--- src/rtl/mem_port_arbiter.sv ---
// mem_port_arbiter: shares one single-ported unified memory between the fetch stage
// (read-only) and the memory stage (load/store). One transaction is outstanding at a time.
// Data requests win over fetch requests. A watchdog abandons transactions whose mem_ready
// never arrives.
//
// Ports:
//   clk, reset                  clock (rising edge), asynchronous active-high reset
//   if_req/if_addr/if_kill      fetch request, address, discard-in-flight (PCSrcE)
//   if_rdata/if_valid           fetched word and its one-cycle completion pulse
//   d_req/d_we/d_addr/d_wdata/d_wstrb  data request (store when d_we)
//   d_rdata/d_valid             load data and its one-cycle completion pulse
//   mem_req/mem_we/mem_addr/mem_wdata/mem_wstrb  memory request side (registered)
//   mem_rdata/mem_ready         memory response, ready is a one-cycle pulse
//   StallMemF/StallMemM         pipeline freeze requests for the hazard unit
//   mem_err                     sticky watchdog-timeout flag
module mem_port_arbiter #(
  parameter int unsigned AW      = 32,
  parameter int unsigned DW      = 32,
  parameter int unsigned TIMEOUT = 255
) (
  input  logic            clk,
  input  logic            reset,
  input  logic            if_req,
  input  logic [AW-1:0]   if_addr,
  input  logic            if_kill,
  output logic [DW-1:0]   if_rdata,
  output logic            if_valid,
  input  logic            d_req,
  input  logic            d_we,
  input  logic [AW-1:0]   d_addr,
  input  logic [DW-1:0]   d_wdata,
  input  logic [DW/8-1:0] d_wstrb,
  output logic [DW-1:0]   d_rdata,
  output logic            d_valid,
  output logic            mem_req,
  output logic            mem_we,
  output logic [AW-1:0]   mem_addr,
  output logic [DW-1:0]   mem_wdata,
  output logic [DW/8-1:0] mem_wstrb,
  input  logic [DW-1:0]   mem_rdata,
  input  logic            mem_ready,
  output logic            StallMemF,
  output logic            StallMemM,
  output logic            mem_err
);

  localparam int unsigned CntW = (TIMEOUT > 0) ? $clog2(TIMEOUT + 1) : 1;

  typedef enum logic [1:0] {StIdle, StDBusy, StIBusy, StIKill} arbStateT;

  arbStateT        stateQ, stateD;
  logic [CntW-1:0] waitCnt;
  logic            grantD, grantI, busy, timeout, done;
  logic [DW-1:0]   rdataSel;

  // A request whose valid is high this cycle is being consumed, not re-issued.
  assign grantD = d_req & ~d_valid;
  assign grantI = if_req & ~if_valid;

  assign busy    = (stateQ != StIdle);
  assign timeout = busy && !mem_ready && (TIMEOUT != 0) && (32'(waitCnt) == TIMEOUT - 1);
  assign done    = busy && (mem_ready || timeout);

  // A timed-out transaction returns zero data.
  assign rdataSel = mem_ready ? mem_rdata : '0;

  assign StallMemF = if_req & ~if_valid;
  assign StallMemM = d_req & ~d_valid;

  // State register
  always_ff @(posedge clk or posedge reset) begin
    if (reset) begin
      stateQ <= StIdle;
    end else begin
      stateQ <= stateD;
    end
  end

  // Next-state logic
  always_comb begin
    stateD = stateQ;
    unique case (stateQ)
      StIdle: begin
        if (grantD) begin
          stateD = StDBusy;
        end else if (grantI) begin
          stateD = if_kill ? StIKill : StIBusy;
        end
      end
      StDBusy: begin
        if (done) stateD = StIdle;
      end
      StIBusy: begin
        if (done) begin
          stateD = StIdle;
        end else if (if_kill) begin
          stateD = StIKill;
        end
      end
      StIKill: begin
        if (done) stateD = StIdle;
      end
      default: stateD = StIdle;
    endcase
  end

  // Output logic
  always_comb begin
    mem_req = busy;
  end

  // Request latch, wait counter and response registers
  always_ff @(posedge clk or posedge reset) begin
    if (reset) begin
      mem_we    <= 1'b0;
      mem_addr  <= '0;
      mem_wdata <= '0;
      mem_wstrb <= '0;
      if_rdata  <= '0;
      d_rdata   <= '0;
      if_valid  <= 1'b0;
      d_valid   <= 1'b0;
      mem_err   <= 1'b0;
      waitCnt   <= '0;
    end else begin
      if_valid <= 1'b0;
      d_valid  <= 1'b0;
      if (stateQ == StIdle) begin
        if (grantD) begin
          mem_addr  <= d_addr;
          mem_wdata <= d_wdata;
          mem_wstrb <= d_we ? d_wstrb : '0;
          mem_we    <= d_we;
          waitCnt   <= '0;
        end else if (grantI) begin
          mem_addr  <= if_addr;
          mem_wdata <= '0;
          mem_wstrb <= '0;
          mem_we    <= 1'b0;
          waitCnt   <= '0;
        end
      end else if (done) begin
        mem_we <= 1'b0;
        if (timeout) mem_err <= 1'b1;
        if (stateQ == StDBusy) begin
          d_valid <= 1'b1;
          d_rdata <= rdataSel;
        end
        // A kill arriving together with completion still discards the fetch.
        if ((stateQ == StIBusy) && !if_kill) begin
          if_valid <= 1'b1;
          if_rdata <= rdataSel;
        end
      end else begin
        waitCnt <= waitCnt + 1'b1;
      end
    end
  end

endmodule

--- config.mk ---
export PLATFORM = sky130hd
export DESIGN_NAME = mem_port_arbiter
export DESIGN_NICKNAME = d
export VERILOG_FILES = /design/src/rtl/mem_port_arbiter.sv
export SDC_FILE = /design/constraint.sdc
export NUM_CORES = 1
export LEC_CHECK = 0
export BUFFER_PORTS_ARGS = -buffer_cell sky130_fd_sc_hd__clkbuf_2
export CAP_MARGIN = 40
export CELL_PAD_IN_SITES_DETAIL_PLACEMENT = 1
export CELL_PAD_IN_SITES_GLOBAL_PLACEMENT = 2
export CORE_ASPECT_RATIO = 2
export CORE_MARGIN = 4
export CORE_UTILIZATION = 30
export DETAILED_ROUTE_END_ITERATION = 7
export PLACE_DENSITY = 0.89
export SLEW_MARGIN = 20
export SYNTH_ARGS = -nofsm -noshare
export SYNTH_HDL_FRONTEND = slang
export SYNTH_SLANG_ARGS = --single-unit
export TNS_END_PERCENT = 100
--- constraint.sdc ---
create_clock -name clk -period 7.5 [get_ports clk]
set_clock_uncertainty 0.1 [all_clocks]
set_input_delay 1.125 -clock clk [delete_from_list [all_inputs] [get_ports clk]]
set_output_delay 1.125 -clock clk [all_outputs]
set_load 0.02 [all_outputs]
# Word-level counts from Yosys, hierarchy flattened
# Index checks and enable logic that the tools add are counted.
classes:
  n_div: 0
  magnitude_cmp: 0
  n_eq_ne: 8
  mux: 29
  shifts: 0
  mul: 0
  n_reduce_logical: 19
  bitwise_logic: 5
  add_sub_neg: 1
ops:
  columns: ["cell", "n"]
  rows:
  - ["32-bit 2-to-1 mux", 5]
  - ["8-bit 2-to-1 mux", 4]
  - ["4-bit 2-to-1 mux", 3]
  - ["3-bit AND reduction", 4]
  - ["1-bit 2-to-1 mux", 11]
  - ["2-bit 2-to-1 mux", 5]
  - ["8-bit by 1-bit adder with 8-bit output, second input constant", 1]
  - ["8-bit equality test, second input constant", 1]
  - ["3-bit inequality test, second input constant", 2]
  - ["2-bit case mux with 3 select lines", 1]
  - ["2-bit AND reduction", 3]
  - ["2-bit nonzero test", 3]
  - ["2-bit equality test, second input constant", 2]
  - ["1-bit logical AND", 4]
  - ["2-bit by 1-bit inequality test with 1-bit output, second input constant", 2]
  - ["1-bit NOT", 3]
  - ["1-bit AND", 2]
  - ["2-bit by 1-bit equality test with 1-bit output, second input constant", 1]
  - ["1-bit logical NOT", 2]
  - ["2-bit logical NOT", 1]
  - ["2-bit OR reduction", 1]
  - ["1-bit logical OR", 1]
totals:
  ram_bits: 0
  n_memories: 0
  latch_bits: 0
  out_inout_bits: 139
  mem_bits_ro: 0
  register_bits: 146
  word_cells: 73
  inputBits: 139

# Depth between registers and ports, before layout
# Gate-level depths: netlist (run 1).
logic_depth:
  depth_word: 7
  mapped_depth: 8
  depth_no_buf: 6

# Worst setup path after synthesis (run 1)
# Ideal clock, no wire load.
synth_timing:
  kind: "in2out"
  from: "input d_req"
  to: "output StallMemM"
  t_required_ns: 6.275
  slack_ns: 4.243
  path_stages: 3
  arrival_ns: 2.032
  n_path_buf: 2
  path_cell_list: "nor2b_1 buf_2 buf_1"
synth_between:
  elab_chain_len: 1
synth_lines:
  columns: ["item", "line", "text"]
  rows:
  - ["start, declared", "28", "input logic d_req,"]
  - ["1-bit AND", "68", "assign StallMemM = d_req & ~d_valid;"]
  - ["end, declared", "43", "output logic StallMemM,"]
# Every way passes these cells.

# Worst setup path after layout (run 1)
# Ends and elaborated chain as after synthesis.

==> results of run 1 <==
## synth_stat cells, drive strengths merged (2+ instances only)
library cell,instances
dfrtp,146
nand2,61
mux2i,59
a22o,39
o21ai,39
inv,31
a32o,30
clkbuf,26
buf,10
and2,7
mux2,6
nand3,6
nor2,4
nand4,3
nor2b,3
o31ai,3
a21o,2
a21oi,2
ha,2
o211ai,2
## registers in the layout, indices dropped and copies added (netlist names)
signal,flops
if_valid,1
mem_err,1
d_rdata,32
if_rdata,32
mem_wstrb,4
mem_we,1
stateQ,2
mem_addr,32
d_valid,1
mem_wdata,32
waitCnt,8
## logic make-up (layout without fill, tap and decap cells)
family	Yosys count	after routing	share of synthesized area, %
AOI/OAI and AO/OA	121	121	15.8
xor gates and xnor gates	2	2	0.294
adders and majority gates	2	2	0.419
buffers and inverters	67	350	4.43
DFF	146	146	61.3
muxes	65	65	11.2
and+or+nand+nor	89	89	6.63
## power by group
group | total, mW | leakage, nW | internal [mW] | switching, mW
sequential | 1.36 | 1.84 | 1.15 | 0.211
clock | 0.828 | 0.271 | 0.470 | 0.358
combinational | 1.62 | 2.40 | 0.579 | 1.04
total | 3.81 | 4.51 | 2.20 | 1.61
## per-stage QoR
| stage | hold WS, ps | cell area (sq um) |
|---|---|---|
| global placement | 340 | 7610 |
| finish | 366 | 8290 |
| floorplan | 361 | 5960 |
| detailed placement | 349 | 7690 |
| CTS | 369 | 8260 |
| global route | 404 | 8290 |
## worst reg2reg max path: cells and delay by family (launching register included)
| family | cells | cell delay, ps |
|---|---|---|
| AND/OR/NAND/NOR | 2 | 1170 |
| flip-flops | 1 | 440 |
| buffers and inverters | 2 | 380 |
| adder cells (fa/ha/maj) | 1 | 160 |
| multiplexers | 1 | 150 |
| AO/OA/AOI/OAI | 1 | 90 |
## metal layers
metal | vias to the layer above | wire [um]
met5 | - | 0
met4 | 0 | 439
met3 | 23 | 1200
met2 | 170 | 11100
met1 | 2419 | 6520
li1 | 2288 | -
## layout make-up
type | instances | area (sq um)
Fill cell | 2251 | 11200
Multi-Input combinational cell | 279 | 2070
Clock buffer | 18 | 439
Clock inverter | 13 | 126
Timing Repair Buffer | 288 | 1550
Sequential cell | 146 | 3650
Tap cell | 259 | 324
Inverter | 31 | 121
## worst min path at each step
| stage | from | end | slack (ps) |
|---|---|---|---|
| 6_report | mem_err | mem_err | 370 |
| 5_1_grt | mem_err | mem_err | 400 |
| 4_1_cts | mem_err | mem_err | 370 |
| 3_5_place_dp | mem_err | mem_err | 350 |
| 3_3_place_gp | mem_err | mem_err | 340 |
| 2_1_floorplan | waitCnt[7] | waitCnt[7] | 360 |
==> flow_summary.ini, run 1 <==
[clock_network]
max-clock-path-buffers = 2
cts.root.buffer_cell = clkbuf_16
cts_resized = 0
cts_tree = done
cts.htree.levels = 4
clock_insertion_delay_worst_skew_ps = 420
cts_hold_buffers = 0
cts_inserted_buffers = 17
cts.repair_timing.setup_buffer_count = 0
clock_sinks = 146
clk_pin_slew_ps = 60

[global_route]
globalRouteMet1Util_pct = 17.7
grt_pass1_wl_um = 30300
grt_util_met3_pct = 4.86
number_of_antenna_violations_at_the_first_check_in_global_routing = 0
groute.usage.overall_pct = 17.5
globalRoute.totalOverflow = 0
pin_count_of_the_biggest_net_entering_global_routing = 81
global_route.usage.met2_pct = 33.2
most_heavily_used_metal_layer_in_global_routing = met2
number_of_global_route_vias_before_repair = 5458

[cells_and_area]
layout.core_utilization_pct = 42.6
diodes = 0
num-nets-final = 904
synthToLayoutAreaGrowth_pct = 38.9
layout_commonest_cell = clkbuf_2
mostFrequentLayoutCells = 277 x clkbuf_2, 146 x dfrtp_1, 61 x nand2_1
final_cells = 1034
drive_gt1_share_pct = 43.1

[pwr]
power.ir.vdd_worst_mv = 0.252
finalPower_mw = 3.81
static-leakage-power_nw = 4.51
power.density_cell_area_nw_per_um2 = 460

[routing]
drc = 0
vias_per_cell = 4.74
final_antenna_net_count = 0
detail_route.wl_per_cell_um = 18.7
dr_vias = 4900
drt_pass1_iterations = 4
drt-initial-drc-count = 150
detail_route.wirelength_um = 19300

[sta]
setup_ws_ps = 4040
fin_setup_tns_ps = 0
fmax_mhz = 289
period_share_pct = 46.2
slew_violations = 0
report.final.setup_viol = 0
timing.final.hold_violations = 0
min_period_ps = 3460
relSlewSlack_pct = 51.8
timing_worst_slew_pin_value_ps = 705
rsz_0062_raised_after_global_routing = no

[logic_synthesis]
yosysTopAreaCell = dfrtp_1
synth_area_per_cell_sq_um = 12.1
synthesis.area_sq_um = 5960
netlist_top_cells_area = dfrtp_1 61%, mux2i_1 9.9%, a22o_1 5.7%
postSynthNetCount = 633
synthArstFlopShare_pct = 100
cell_count_after_synthesis = 492
synth_seq_cells = 146
post_synth_num_cell_types = 36
netlist.area_leader.share_pct = 61.3
yosys_warnings = 0
synth_sequential_area_ratio_pct = 61.3
synth_edf_count = 0
ys_dominant_reg_cell = dfrtp_1

[worst_setup_path]
cp-start-kind = input pin
critical-path-slowest-cell = buf_4
path_delay_family = buffers and inverters
worst-r2r-setup-slack_ps = 4900
worstPathCellList = clkbuf_2 > nor2b_4 > buf_4 > clkbuf_2
worst-r2r-cell-count = 7
timing_worst_setup_path_type = input pin to output pin
critPathLaunch = d_req
critical_path_s_most_frequent_cell = clkbuf_2
path_max_fanout = 37
crit_path_buf_inv_count = 3
crit_required_ps = 6270
worst_setup_path_endpoint = StallMemM
timing.critical_path.depth = 4
r2r-start = waitCnt[0]
crit_path_max_incr_delay_ps = 510
setup.worst_path.end_class = output pin
cp_data_arrival_time_ps = 2240
regToRegEndpoint = if_rdata[4]

[job]
maxCapViolCount = 0

[floorplanning]
dieHeight_um = 207
floorplan.die.width_um = 108
die_area_sq_um = 22300
fp-row-count = 72
boundaryPins = 278
placeableCoreArea_sq_um = 19500
floorplan.initialDensity_pct = 30.7

[placed_design]
pre_cts_ws_ps = 4030
port_buffers = 277
placed_cells_incl_taps = 1002
gp_congestion = 0.784
detailed_place_hpwl_um = 14600

[hold_path]
hold-path-cell-count = 1
worstHoldPathType = flip-flop to flip-flop

[status]
status = finished clean
Note: power is estimated with default switching activity, not from simulation.
==> run 2, diff against run 1 <==
--- a/config.mk
+++ b/config.mk
@@ -11,9 +11,9 @@
 export CELL_PAD_IN_SITES_GLOBAL_PLACEMENT = 2
 export CORE_ASPECT_RATIO = 2
 export CORE_MARGIN = 4
-export CORE_UTILIZATION = 30
+export CORE_UTILIZATION = 28
 export DETAILED_ROUTE_END_ITERATION = 7
-export PLACE_DENSITY = 0.89
+export PLACE_DENSITY = 0.84
 export SLEW_MARGIN = 20
 export SYNTH_ARGS = -nofsm -noshare
 export SYNTH_HDL_FRONTEND = slang
==> constraint.sdc (replaced) <==
create_clock -name clk -period 3.36 [get_ports clk]
set_clock_uncertainty 0.1 [all_clocks]
set_input_delay 0.504 -clock clk [delete_from_list [all_inputs] [get_ports clk]]
set_output_delay 0.504 -clock clk [all_outputs]
set_load 0.02 [all_outputs]
==> run 2 against run 1 <==
Net effect:
- die area rose by 6.7%
- cell count rose by 1.3%
- worst setup slack got worse by 3200 ps
- register-to-register slack got worse by 4100 ps
- combinational power rose by 120%
- global-route usage fell by 0.94 points
- clock-buffer cell count rose by 1
- clock power rose by 120%
- utilization fell by 3.2 points
- via count rose by 0.96%
- first-iteration DRC count fell by 3.3%
- non-clock buffer count rose by 3
==> flow_summary.ini, run 2 (synthesis gave the netlist of run 1 again) <==
[clock_network]
clk_pin_slew_ps = 60
cts_inserted_buffers = 17
cts_tree = done
clock_insertion_delay_worst_skew_ps = 420
clock_sinks = 146
cts_resized = 0
cts.htree.levels = 4
cts.root.buffer_cell = clkbuf_16
max-clock-path-buffers = 2

[routing]
detail_route.wirelength_um = 19300
drc = 0
drt_pass1_iterations = 4
vias_per_cell = 4.72
final_antenna_net_count = 0
dr_vias = 4947
detail_route.wl_per_cell_um = 18.5
drt-initial-drc-count = 145

[sta]
period_share_pct = 76.5
slew_violations = 0
timing.final.hold_violations = 0
relSlewSlack_pct = 44.5
timing_worst_slew_pin_value_ps = 812
setup_ws_ps = 789
min_period_ps = 2570
fmax_mhz = 389
rsz_0062_raised_after_global_routing = no
report.final.setup_viol = 0
fin_setup_tns_ps = 0

[job]
maxCapViolCount = 0

[floorplanning]
floorplan.die.width_um = 111
boundaryPins = 278
floorplan.initialDensity_pct = 28.4
die_area_sq_um = 23800
dieHeight_um = 214
placeableCoreArea_sq_um = 21000
fp-row-count = 75

[cells_and_area]
synthToLayoutAreaGrowth_pct = 38.8
mostFrequentLayoutCells = 277 x clkbuf_2, 146 x dfrtp_1, 61 x nand2_1
num-nets-final = 907
layout_commonest_cell = clkbuf_2
diodes = 0
drive_gt1_share_pct = 43.1

[worst_setup_path]
r2r-start = waitCnt[0]
worst-r2r-cell-count = 7
cp-start-kind = flip-flop
worst-r2r-setup-slack_ps = 790
timing_worst_setup_path_type = flip-flop to flip-flop
cp_data_arrival_time_ps = 2760
crit_required_ps = 3550
path_max_fanout = 22
regToRegEndpoint = if_rdata[6]
setup.worst_path.end_class = flip-flop
critPathLaunch = waitCnt[0]

[pwr]
power.density_cell_area_nw_per_um2 = 1030
power.switching_mw = 3.54
power.sequential.fraction_pct = 35.7
combinationalPowerShare_pct = 42.4
p_int_mw = 4.95
part_of_the_total_power_dissipated_in_the_clock_network_pct = 22.0
static-leakage-power_nw = 4.50
sw_share_pct = 41.7
power.ir.vdd_worst_mv = 0.561

[global_route]
grt_pass1_wl_um = 31000
number_of_global_route_vias_before_repair = 5514
number_of_antenna_violations_at_the_first_check_in_global_routing = 0
globalRoute.totalOverflow = 0
pin_count_of_the_biggest_net_entering_global_routing = 76
groute.usage.overall_pct = 16.6

[hold_path]
timing.hold.worst_endpoint = mem_wdata[21]
hold-path-cell-count = 2
min-delay-start = d_wdata[21]
worstHoldPathType = input pin to flip-flop

[placed_design]
pre_cts_ws_ps = 778
detailed_place_hpwl_um = 14800
gp_congestion = 0.761
port_buffers = 277

[status]
status = finished clean
[run 2: routing by layer]
metal  vias up  global-route usage (%)  part of all wire (%)
met5         -                       0                     0
met4         0                    6.29                   2.2
met3        25                    4.63                   6.0
met2       175                    31.5                    57
met1      2456                    16.9                    34
li1       2291                       -                     -
[run 2: how the worst max path moves through the flow]
| stage | to | slack (ps) |
|---|---|---|
| after floorplan | d_rdata[0] | 920 |
| after global placement | if_rdata[4] | 860 |
| after detailed placement | if_rdata[9] | 780 |
| after CTS | if_rdata[16] | 760 |
| after global routing | if_rdata[0] | 610 |
| final | if_rdata[6] | 790 |
[run 2: repair_timing]
item / in CTS / in global routing
hold endpoints to repair: 15 / 0
setup buffers: 0 / 0
hold buffers: 1 / 0
[run 2: through the flow]
step	hold WS (ps)	utilization (%)	power, mW	instance area, sq um	std cells
global placement	342	36.6	6.62	7690	1015
global route	182	39.4	9.06	8280	1047
detailed placement	348	36.6	6.73	7690	1015
floorplan	361	-	5.24	5970	492
finish	200	39.4	8.49	8280	1047
CTS	166	39.4	8.67	8280	1047
[run 2: worst max-delay path, cell delays in order, from the launching register on]
cell and delay [ps]:
dfrtp_1 440, inv_1 80, ha_1 160, and3_1 200
a21oi_2 90, or4b_2 850, buf_4 340, mux2i_1 160
[run 2: power groups by stage]
| stage | logic, mW | clock network, mW | registers (mW) |
|---|---|---|---|
| after floorplan | 1.27 | 0 | 3.97 |
| after global placement | 3.60 | 0 | 3.01 |
| after detailed placement | 3.67 | 0 | 3.06 |
| after CTS | 3.68 | 1.95 | 3.04 |
| after global routing | 3.91 | 2.01 | 3.14 |
| final | 3.59 | 1.86 | 3.03 |
[run 2: layout make-up]
| class | count | area, sq um |
|---|---|---|
| Fill cell | 2416 | 12700 |
| Sequential cell | 146 | 3650 |
| Multi-Input combinational cell | 279 | 2070 |
| Timing Repair Buffer | 291 | 1520 |
| Clock buffer | 19 | 443 |
| Tap cell | 269 | 337 |
| Clock inverter | 12 | 133 |
| Inverter | 31 | 120 |
==> run 3, diff against run 2 <==
--- a/config.mk
+++ b/config.mk
@@ -5,15 +5,16 @@
 export SDC_FILE = /design/constraint.sdc
 export NUM_CORES = 1
 export LEC_CHECK = 0
+export ABC_AREA = 1
 export BUFFER_PORTS_ARGS = -buffer_cell sky130_fd_sc_hd__clkbuf_2
 export CAP_MARGIN = 40
 export CELL_PAD_IN_SITES_DETAIL_PLACEMENT = 1
 export CELL_PAD_IN_SITES_GLOBAL_PLACEMENT = 2
 export CORE_ASPECT_RATIO = 2
 export CORE_MARGIN = 4
-export CORE_UTILIZATION = 28
+export CORE_UTILIZATION = 27
 export DETAILED_ROUTE_END_ITERATION = 7
-export PLACE_DENSITY = 0.84
+export PLACE_DENSITY = 0.85
 export SLEW_MARGIN = 20
 export SYNTH_ARGS = -nofsm -noshare
 export SYNTH_HDL_FRONTEND = slang
==> constraint.sdc (replaced) <==
create_clock -name clk -period 2.4 [get_ports clk]
set_clock_uncertainty 0.1 [all_clocks]
set_input_delay 0.36 -clock clk [delete_from_list [all_inputs] [get_ports clk]]
set_output_delay 0.36 -clock clk [all_outputs]
set_load 0.02 [all_outputs]
==> run 3 against run 2 <==
Net effect:
- cell area grew 2.7%
- clock power grew 41%
- first-iteration DRC count shrank 12%
- clock-buffer cell count grew 2
- critical path depth shrank 4
- cell count grew 19%
- utilization shrank 2.1 points
- power grew 38%
- area after synthesis grew 5.8%
- non-clock buffer count shrank 2
- register-to-register slack lost 470 ps
- largest power group unchanged
- highest routed layer is now met5
==> flow_summary.ini, run 3 <==
[sta]
period_share_pct = 89.5
fin_setup_tns_ps = 0
fmax_mhz = 466
timing_worst_slew_pin_value_ps = 797
rsz_0062_raised_after_global_routing = no
slew_violations = 0
min_period_ps = 2150
timing.final.hold_violations = 0
relSlewSlack_pct = 46.9
report.final.setup_viol = 0
setup_ws_ps = 252

[hold_path]
hold-path-cell-count = 3
worstHoldPathType = input pin to flip-flop
timing.hold.worst_endpoint = mem_wdata[15]
min-delay-start = d_wdata[15]

[logic_synthesis]
netlist_top_cells_area = dfrtp_1 58%, nand2_1 14%, o21ai_2 6.5%
synth.most_common_cell = nand2_1
synthesis.area_sq_um = 6310
netlist.area_leader.share_pct = 57.9
yosys_warnings = 0
synthXorXnorAreaFrac_pct = 0.555
synth_top_family_by_area = simple AND/OR/NAND/NOR gates
yosys-top-cells-count = 236 x nand2_1, 146 x dfrtp_1, 73 x nor2_1
ys_dominant_reg_cell = dfrtp_1
share_of_the_synthesized_area_in_compound_gates_ao_oa_aoi_oai_pct = 12.5
synth_area_per_cell_sq_um = 9.17
synthArstFlopShare_pct = 100
synth_seq_cells = 146
post_synth_mux_area_share_pct = 0
post_synth_num_cell_types = 23
postSynthNetCount = 829
post_synth_fa_ha_maj_area_fraction_pct = 0.397
area_share_of_and_or_nand_nor_cells_after_synthesis_pct = 23.1
synth_sequential_area_ratio_pct = 57.9
synth_edf_count = 0
yosysTopAreaCell = dfrtp_1
cell_count_after_synthesis = 688

[cells_and_area]
synthToLayoutAreaGrowth_pct = 34.8
mostFrequentLayoutCells = 277 x clkbuf_2, 235 x nand2_1, 146 x dfrtp_1
layout_commonest_cell = clkbuf_2
diodes = 0
fillCellCount = 2798
final-seq-area_sq_um = 3650
final_cells = 1244
num-nets-final = 1094
drive_gt1_share_pct = 38.9
multi_input_comb_area_sq_um = 2320

[routing]
detail_route.wl_per_cell_um = 17.1
drt_pass1_iterations = 4
detail_route.wirelength_um = 21300
dr_vias = 5635
drt-initial-drc-count = 127
final_antenna_net_count = 0
drc = 0
vias_per_cell = 4.53

[global_route]
number_of_antenna_violations_at_the_first_check_in_global_routing = 2
grt_pass1_wl_um = 32900
groute.usage.overall_pct = 16.7
globalRoute.totalOverflow = 0
pin_count_of_the_biggest_net_entering_global_routing = 80
number_of_global_route_vias_before_repair = 6034

[worst_setup_path]
regToRegEndpoint = d_rdata[26]
path_max_fanout = 42
crit_required_ps = 1940
crit_path_buf_inv_count = 2
path_delay_family = buffers and inverters
r2r-start = stateQ[1]
crit_path_max_incr_delay_ps = 430
cp-start-kind = flip-flop
cp_data_arrival_time_ps = 1690
worst-r2r-setup-slack_ps = 320
setup.worst_path.end_class = output pin
critical-path-slowest-cell = buf_4
worstPathCellList = nor2_4 > buf_4 > clkbuf_2
timing_worst_setup_path_type = flip-flop to output pin
worst-r2r-cell-count = 8

[pwr]
power.density_cell_area_nw_per_um2 = 1370
static-leakage-power_nw = 4.60
finalPower_mw = 11.7
power.ir.vdd_worst_mv = 0.708

[floorplanning]
boundaryPins = 278
floorplan.initialDensity_pct = 27.6
fp-row-count = 78
placeableCoreArea_sq_um = 22800
floorplan.die.width_um = 116
die_area_sq_um = 26000
dieHeight_um = 224

[status]
status = finished clean

[placed_design]
port_buffers = 277
gp_congestion = 0.771
pre_cts_ws_ps = 278
placed_cells_incl_taps = 1213
detailed_place_hpwl_um = 16000

[clock_network]
clk_pin_slew_ps = 60
clock_sinks = 146
cts_resized = 0
cts_tree = done
cts_inserted_buffers = 17
clock_insertion_delay_worst_skew_ps = 430
max-clock-path-buffers = 2
cts.htree.levels = 4
cts.root.buffer_cell = clkbuf_16

[job]
maxCapViolCount = 0
==> run 3: power by group <==
group,switching (mW),internal [mW]
combinational,3.39,1.56
clock,1.05,1.57
sequential,0.608,3.51
==> run 3: layout make-up <==
class                      instances  area share [%]
sequential                       146            43.0
multi-input combinational        477            27.3
timing repair buffer             289            17.9
clock buffer                      21            5.41
tap                              280            4.12
clock inverter                     9            1.28
inverter                          22            1.02
==> run 3: what timing repair did <==
action,CTS,global route
endpoints found under the setup margin,0,0
hold buffers,1,0
buffers inserted,0,0
endpoints found under the hold margin,131,0
==> run 3: kinds of logic after synthesis <==
group / Yosys count
AOI/OAI and AO/OA: 106
buffers and inverters: 65
adders and majority gates: 2
xor gates and xnor gates: 4
DFF: 146
and+or+nand+nor: 365
==> run 3: how the worst max path moves through the flow <==
stage,from,endpoint,slack [ps],cells after the start
finish,d_valid,StallMemM,250,3
detailed placement,stateQ[1],if_rdata[29],280,7
global placement,d_req,mem_wstrb[0],280,7
global route,stateQ[1],if_rdata[25],110,7
CTS,d_valid,StallMemM,170,3
floorplan,reset,d_rdata[0],110,1
==> run 3: worst reg2reg max path, stage by stage, from the launching register on <==
cell and delay (ps):
dfrtp_1 450, nor2_4 240, nor2_1 80, nand3_2 90, nand2_2 80, nand2_2 60
buf_4 600, nand2_1 220, o21ai_2 90
==> run 3: metrics by stage <==
step / util (%) / instance area, sq um / hold WS [ps]
after floorplan: - / 6310 / 393
after detailed placement: 34.7 / 7920 / 357
after global routing: 37.2 / 8500 / 34.8
after CTS: 37.2 / 8500 / 19.1
final: 37.2 / 8500 / 51.0
after global placement: 34.6 / 7900 / 352
==> run 3: layer usage <==
layer  share of wire (%)  up-vias  global-route usage [%]
met1                  33     2674                    16.1
met2                  57      175                    31.6
met3                 6.5       39                    5.16
met5               0.066        -                       0
li1                    -     2743                       -
met4                 2.8        4                    7.49
